--- src/rtl/serial_add_sequencer_if.sv ---
// rtl/serial_add_sequencer_if.sv - request/response bundle for the bit-serial add/subtract sequencer
interface serial_add_sequencer_if #(
    parameter int WIDTH = 4
);
    logic             start;
    logic             op_sub;
    logic [WIDTH-1:0] a;
    logic [WIDTH-1:0] b;
    logic             busy;
    logic             done;
    logic [WIDTH-1:0] result;
    logic             carry_out;
    logic             overflow;

    modport master (
        output start, op_sub, a, b,
        input  busy, done, result, carry_out, overflow
    );

    modport slave (
        input  start, op_sub, a, b,
        output busy, done, result, carry_out, overflow
    );
endinterface

--- src/rtl/serial_add_sequencer.sv ---
// rtl/serial_add_sequencer.sv - bit-serial add/subtract controller time-sharing one full-adder cell
module serial_add_sequencer #(
    parameter int WIDTH = 4
) (
    input  logic                   clk_i,
    input  logic                   reset_ni,
    serial_add_sequencer_if.slave  bus
);
    localparam int CW = $clog2(WIDTH) + 1;

    typedef enum logic [1:0] {S_IDLE, S_RUN, S_DONE} state_t;

    state_t           state_q, state_d;
    logic [WIDTH-1:0] opa_q, opa_d;
    logic [WIDTH-1:0] opb_q, opb_d;
    logic [WIDTH-1:0] result_q, result_d;
    logic [CW-1:0]    count_q, count_d;
    logic             carry_q, carry_d;
    logic             carry_out_q, carry_out_d;
    logic             overflow_q, overflow_d;

    logic             cell_sum;
    logic             cell_cout;

    assign cell_sum  = opa_q[0] ^ opb_q[0] ^ carry_q;
    assign cell_cout = (opa_q[0] & opb_q[0]) | (carry_q & (opa_q[0] ^ opb_q[0]));

    always_comb begin
        state_d     = state_q;
        opa_d       = opa_q;
        opb_d       = opb_q;
        result_d    = result_q;
        count_d     = count_q;
        carry_d     = carry_q;
        carry_out_d = carry_out_q;
        overflow_d  = overflow_q;
        case (state_q)
            S_IDLE: begin
                if (bus.start) begin
                    opa_d       = bus.a;
                    opb_d       = bus.op_sub ? ~bus.b : bus.b;
                    carry_d     = bus.op_sub;
                    count_d     = '0;
                    result_d    = '0;
                    carry_out_d = 1'b0;
                    overflow_d  = 1'b0;
                    state_d     = S_RUN;
                end
            end
            S_RUN: begin
                result_d = {cell_sum, result_q[WIDTH-1:1]};
                opa_d    = opa_q >> 1;
                opb_d    = opb_q >> 1;
                carry_d  = cell_cout;
                count_d  = count_q + CW'(1);
                // Flags are registered on the MSB step so they are already valid while done is high.
                if (count_q == CW'(WIDTH - 1)) begin
                    carry_out_d = cell_cout;
                    overflow_d  = carry_q ^ cell_cout;
                    state_d     = S_DONE;
                end
            end
            S_DONE: begin
                state_d = S_IDLE;
            end
            default: begin
                state_d = S_IDLE;
            end
        endcase
    end

    always_ff @(posedge clk_i or negedge reset_ni) begin
        if (!reset_ni) begin
            state_q     <= S_IDLE;
            opa_q       <= '0;
            opb_q       <= '0;
            result_q    <= '0;
            count_q     <= '0;
            carry_q     <= 1'b0;
            carry_out_q <= 1'b0;
            overflow_q  <= 1'b0;
        end else begin
            state_q     <= state_d;
            opa_q       <= opa_d;
            opb_q       <= opb_d;
            result_q    <= result_d;
            count_q     <= count_d;
            carry_q     <= carry_d;
            carry_out_q <= carry_out_d;
            overflow_q  <= overflow_d;
        end
    end

    assign bus.busy      = (state_q == S_RUN);
    assign bus.done      = (state_q == S_DONE);
    assign bus.result    = result_q;
    assign bus.carry_out = carry_out_q;
    assign bus.overflow  = overflow_q;
endmodule

--- src/flat_wrapper.sv ---
// flat-port wrapper written by rule: the top's interface ports become plain ports
module serial_add_sequencer_flat 
#(
    parameter int WIDTH = 4
)
  (clk_i, reset_ni, bus_start, bus_op_sub, bus_a, bus_b, bus_busy, bus_done, bus_result, bus_carry_out, bus_overflow);
  serial_add_sequencer_if #(.WIDTH(WIDTH)) bus_i ();
  input  logic clk_i;
  input  logic reset_ni;
  input wire logic [$bits(bus_i.start)-1:0] bus_start;
  input wire logic [$bits(bus_i.op_sub)-1:0] bus_op_sub;
  input wire logic [$bits(bus_i.a)-1:0] bus_a;
  input wire logic [$bits(bus_i.b)-1:0] bus_b;
  output wire logic [$bits(bus_i.busy)-1:0] bus_busy;
  output wire logic [$bits(bus_i.done)-1:0] bus_done;
  output wire logic [$bits(bus_i.result)-1:0] bus_result;
  output wire logic [$bits(bus_i.carry_out)-1:0] bus_carry_out;
  output wire logic [$bits(bus_i.overflow)-1:0] bus_overflow;
  assign bus_i.start = bus_start;
  assign bus_i.op_sub = bus_op_sub;
  assign bus_i.a = bus_a;
  assign bus_i.b = bus_b;
  assign bus_busy = bus_i.busy;
  assign bus_done = bus_i.done;
  assign bus_result = bus_i.result;
  assign bus_carry_out = bus_i.carry_out;
  assign bus_overflow = bus_i.overflow;
  serial_add_sequencer #(.WIDTH(WIDTH)) u_core (.clk_i(clk_i), .reset_ni(reset_ni), .bus(bus_i));
endmodule
--- config.mk ---
export PLATFORM = sky130hd
export DESIGN_NAME = serial_add_sequencer_flat
export DESIGN_NICKNAME = d
export VERILOG_FILES = /design/src/rtl/serial_add_sequencer_if.sv /design/src/rtl/serial_add_sequencer.sv /design/src/flat_wrapper.sv
export SDC_FILE = /design/constraint.sdc
export NUM_CORES = 1
export LEC_CHECK = 0
export ABC_CLOCK_PERIOD_IN_PS = 2450
export CORE_MARGIN = 2
export CORE_UTILIZATION = 52
export DETAILED_ROUTE_END_ITERATION = 12
export GPL_ROUTABILITY_DRIVEN = 0
export HOLD_SLACK_MARGIN = 0.06
export PLACE_DENSITY_LB_ADDON = 0.1
export SLEW_MARGIN = 20
export SYNTH_ARGS = -nofsm -noshare
export SYNTH_HDL_FRONTEND = slang
export SYNTH_SLANG_ARGS = --single-unit
export TNS_END_PERCENT = 100
--- constraint.sdc ---
create_clock -name clk_i -period 2.45 [get_ports clk_i]
set_input_delay 0.49 -clock clk_i [delete_from_list [all_inputs] [get_ports clk_i]]
set_output_delay 0.49 -clock clk_i [all_outputs]
set_load 0.01 [all_outputs]
---- Yosys cells after proc, flatten, opt, wreduce, memory -nomap -nowiden ----
Index checks and enable logic that the tools add are counted.
storage, ports and cells
  flip-flop bits (word level) ............. 20
  input port bits ......................... 12
  output and inout bits ................... 8
  logic and storage cells ................. 45
cells by class
  add/subtract/negate cells ............... 1
  equality and inequality tests ........... 5
  mux-type cells .......................... 19
  bitwise gates (word level) .............. 7
  reduce and logical (&&, ||, !) cells .... 5
operators by type and width
  cell                                                   number
  case mux 4 bit (2 select lines)                        3
  2-to-1 mux 4 bit                                       4
  case mux 1 bit (2 select lines)                        3
  case mux 3 bit (2 select lines)                        1
  2-to-1 mux 1 bit                                       4
  2-to-1 mux 2 bit                                       2
  inverter 4 bit                                         1
  case mux 2 bit (2 select lines)                        1
  AND reduction 2 bit                                    2
  adder 3 x 1 -> 3 bit, second input constant            1
  equality test 3 x 2 -> 1 bit, second input constant    1
  2-to-1 mux 3 bit                                       1
  AND reduction 3 bit                                    1
  bitwise XOR 1 bit                                      3
  AND 1 bit                                              2
  equality test 2 x 1 -> 1 bit, second input constant    1
  equality test 2 bit, second input constant             1
  zero test 2 bit                                        1
  inequality test 2 x 1 -> 1 bit, second input constant  1
  inequality test 2 bit, second input constant           1
  nonzero test 2 bit                                     1
  bitwise OR 1 bit                                       1

---- Longest topological paths before layout ----
  depth in word-level cells ............... 6
  depth in mapped cells ................... 6
  depth with buffers taken out ............ 4

---- Worst setup path before layout ----
No wires, ideal clock.
  kind .................................... reg-to-reg
  from .................................... register u_core.carry_q
  to ...................................... register u_core.overflow_q (netlist: u_core.bus.overflow)
  library setup time ...................... 0.121 ns
  arrival time ............................ 1.200 ns
  required time ........................... 2.329 ns
  setup slack ............................. 1.129 ns
  cell stages (with the launch flop) ...... 4
  buffers on the path ..................... 0
  clock period less this slack ............ 1.321 ns
  cells stage by stage .................... dfrtp_1 fa_1 xor2_1 a22o_1
on the way
  word-level cells in the longest chain between the ends .. 5
RTL lines
  element                            line                        source
  start: declaration                 serial_add_sequencer.sv:18  logic carry_q, carry_d;
  start signal: assignment           serial_add_sequencer.sv:88  carry_q <= carry_d;
  AND 1 bit                          serial_add_sequencer.sv:26  assign cell_cout = (opa_q[0] & opb_q[0]) | (carry_q & (opa_q[0] ^ opb_q[0]));
  bitwise OR 1 bit                   serial_add_sequencer.sv:26
  bitwise XOR 1 bit *                serial_add_sequencer.sv:59  overflow_d = carry_q ^ cell_cout;
  2-to-1 mux 1 bit *                 serial_add_sequencer.sv:57  if (count_q == CW'(WIDTH - 1)) begin
  case mux 1 bit (2 select lines) *  serial_add_sequencer.sv:37  case (state_q)
  end signal: assignment             serial_add_sequencer.sv:90  overflow_q <= overflow_d;
  end: declaration                   serial_add_sequencer.sv:20  logic overflow_q, overflow_d;
Every way passes the cells marked *; elsewhere a longest branch is shown, timed or not. The select of a mux whose other input is x is not followed.
A chain may end at the register's enable or synchronous reset.

---- Worst setup path in the final report ----
  from .................................... register u_core.state_q[0]
  to ...................................... output bus_busy
on the way
  word-level cells in the longest chain between the ends .. 1
RTL lines
  element                       line                        source
  start: declaration            serial_add_sequencer.sv:13  state_t state_q, state_d;
  start signal: assignment      serial_add_sequencer.sv:83  state_q <= state_d;
  equality test 2 x 1 -> 1 bit  serial_add_sequencer.sv:94  assign bus.busy = (state_q == S_RUN);
  end: declaration              flat_wrapper.sv:14          output wire logic [$bits(bus_i.busy)-1:0] bus_busy;
No other way between the ends.

==> flow_metrics.py <==
metrics = {
    "status": {
        "status": "completed",
    },
    "sta": {
        "finalHoldViolCount": 0,
        "whs_ns": 0.4975,
        "fmax_mhz": 452.4,
        "setup_viol": 0,
        "fin_crit_sh_pct": 90.22,
        "tightest_slew_ns": 0.4410,
        "finClkSkew_ns": 0.001899,
        "slew_headroom_pct": 70.54,
        "fin_tns_setup_ns": 0,
        "drv_slew": 0,
        "fin_crit_ns": 2.210,
        "fin_ws_ns": 0.2397,
        "rsz0062_at_grt": "false",
    },
    "clock_tree": {
        "cts-buffers-inserted": 3,
        "cts_resized": 0,
        "clkTransAtPathRegs_ns": 0.11,
        "clock_latency_ns": 0.29,
        "postCtsSetupRepairBufs": 0,
        "cts_tree": "built",
        "clockRootBuffer": "clkbuf_4",
        "clockBufferDepth": 2,
        "postCtsHoldBufs": 0,
        "htreeDepth": 1,
        "cts.sinks": 20,
    },
    "placed_design": {
        "port_buffers": 19,
        "post-dp-hpwl_um": 1184,
        "preCtsSetupSlack_ns": 0.5710,
    },
    "logic_synthesis": {
        "synthCells": 79,
        "ys_ff_latch": 20,
        "yosysMostFrequentCell": "dfrtp_1",
        "yosys.area.top_type": "dfrtp_1",
        "synthArstFlopShare_pct": 100.0,
        "synth_commonest_cells": "dfrtp_1, nand2_1, a22o_1",
        "synthFlopType": "dfrtp_1",
        "synth_seq_area_share_pct": 54.20,
        "synth_edf_count": 0,
        "syn_nets": 94,
        "synth.area.top_cells": "dfrtp_1, a22o_1, nand2_1",
        "synth_area_um2": 923.4,
        "yosysUniqueCellTypes": 24,
        "avgSynthCellArea_um2": 11.69,
        "yosys_warnings": 0,
        "synth.top_cell.area_share_pct": 54.20,
    },
    "pwr": {
        "power_uw": 1317,
        "irDropWorstVdd_uv": 605.4,
        "p_per_area_mw_per_mm2": 1150,
        "p_leak_uw": 0.0005313,
    },
    "setup_path": {
        "critical_path_class": "reg2out",
        "setup.worst_path.start_class": "flip-flop",
        "end_kind": "primary output",
        "crit_arrival_ns": 1.72,
        "worstPathMaxFanout": 12,
        "critPathRequiredTime_ns": 1.96,
    },
    "route": {
        "first_iter_violations": 6,
        "avgRoutedWirePerCell_um": 13.47,
        "wl_um": 1563,
        "drc": 0,
        "drt.antenna.violating_nets": 0,
        "vias": 636,
        "drt_pass1_iterations": 4,
        "viasPerCell": 5.483,
    },
    "global_routing": {
        "grt_start_max_net_pins": 21,
        "antenna_found_initial": 0,
        "gr-total-overflow": 0,
        "grt_pass1_vias": 605,
        "grtUsageTotal_pct": 18.26,
        "grt_pass1_wl_um": 2704,
    },
    "min_path": {
        "hp-class": "reg2reg",
    },
    "floorplanning": {
        "start_util_pct": 54.67,
        "rows": 15,
        "core_mm2": 0.001689,
        "die-area_mm2": 0.002129,
        "chipHeight_um": 46.14,
        "io_pins": 20,
        "die_x_um": 46.14,
    },
    "flow_run": {
        "cap_violations": 0,
    },
    "cells_and_area": {
        "drive_gt1_share_pct": 9.091,
        "insertedDiodeCount": 0,
        "fin_nets": 115,
        "area_growth_syn_to_layout_pct": 23.98,
    },
}
==> per-layer routing <==
layer	GRT usage, %	wire length [µm]
met2	25.00	690
met3	3.922	59
met1	26.37	775
met4	10.29	37
met5	0	0
==> where the power goes <==
group / total (µW) / switching [µW] / leakage [µW] / internal (µW)
Combinational: 565 / 264 / 0.000253 / 301
Sequential: 565 / 103 / 0.000258 / 463
Clock: 186 / 95.3 / 0.0000210 / 90.6
Total: 1320 / 462 / 0.000531 / 854
==> layout make-up <==
cell class                      count  area, µm²
Multi-Input combinational cell     51      370.4
Clock buffer                        4      36.28
Tap cell                           17      21.27
Inverter                            3      11.26
Timing Repair Buffer               21      205.2
Fill cell                         136      544.3
Sequential cell                    20      500.5
==> state kept, by name, indices dropped and copies added, names as in the netlist <==
signal,flops
u_core.bus.carry_out,1
u_core.bus.overflow,1
u_core.bus.result,4
u_core.carry_q,1
u_core.count_q,3
u_core.opa_q,4
u_core.opb_q,4
u_core.state_q,2
==> cell usage in the layout, fill, tap and decap left out, drive strengths merged, types with 2 or more instances in the layout <==
master / instances
dfrtp: 20
clkdlybuf4s50: 19
nand2: 12
a22o: 8
o21ai: 6
xor2: 5
clkbuf: 4
a32oi: 3
mux2i: 3
inv: 3
nor3b: 2
ha: 2
buf: 2
o21bai: 2
==> worst paths after layout <==
path	start	cells past startpoint	slack (ns)	to
min in group asynchronous	reset_ni	2	0.52	u_core.bus.result[1]$_DFFE_PN0P_
setup / recovery	u_core.state_q[0]$_DFFE_PN0P_	3	0.24	bus_busy
max in group asynchronous	reset_ni	2	1.72	u_core.state_q[1]$_DFFE_PN0P_
hold reg to reg	u_core.opa_q[1]$_DFFE_PN0P_	2	0.50	u_core.opa_q[1]$_DFFE_PN0P_
hold / removal	u_core.opa_q[1]$_DFFE_PN0P_	2	0.50	u_core.opa_q[1]$_DFFE_PN0P_
setup reg to reg	u_core.carry_q$_DFFE_PN0P_	3	1.03	u_core.bus.overflow$_DFFE_PN0P_
==> cell families (layout without fill, tap and decap cells) <==
logic type | count (synthesis) | after routing | synth area share (%)
adder cells (fa/ha/maj) | 3 | 3 | 4.878
multiplexers | 3 | 3 | 3.252
XOR/XNOR | 5 | 5 | 4.742
AND/OR/NAND/NOR | 18 | 18 | 9.214
flip-flops | 20 | 20 | 54.20
buffers and inverters | 8 | 28 | 5.690
AO/OA/AOI/OAI | 22 | 22 | 18.02
==> through the flow <==
step                utilization, %  cells  cell area, µm²
CTS                          67.78    116            1145
detailed placement           65.63    112            1109
floorplan                        -     79           923.4
global placement             65.63    112            1109
global route                 67.78    116            1145
finish                       67.78    116            1145
==> critical path, cell delays in order (launching register included) <==
cell and delay (ns):
dfrtp_1 0.52, nand2b_2 0.13, inv_2 0.20, clkdlybuf4s50_1 0.58
Note: power is estimated with default switching activity, not from simulation.
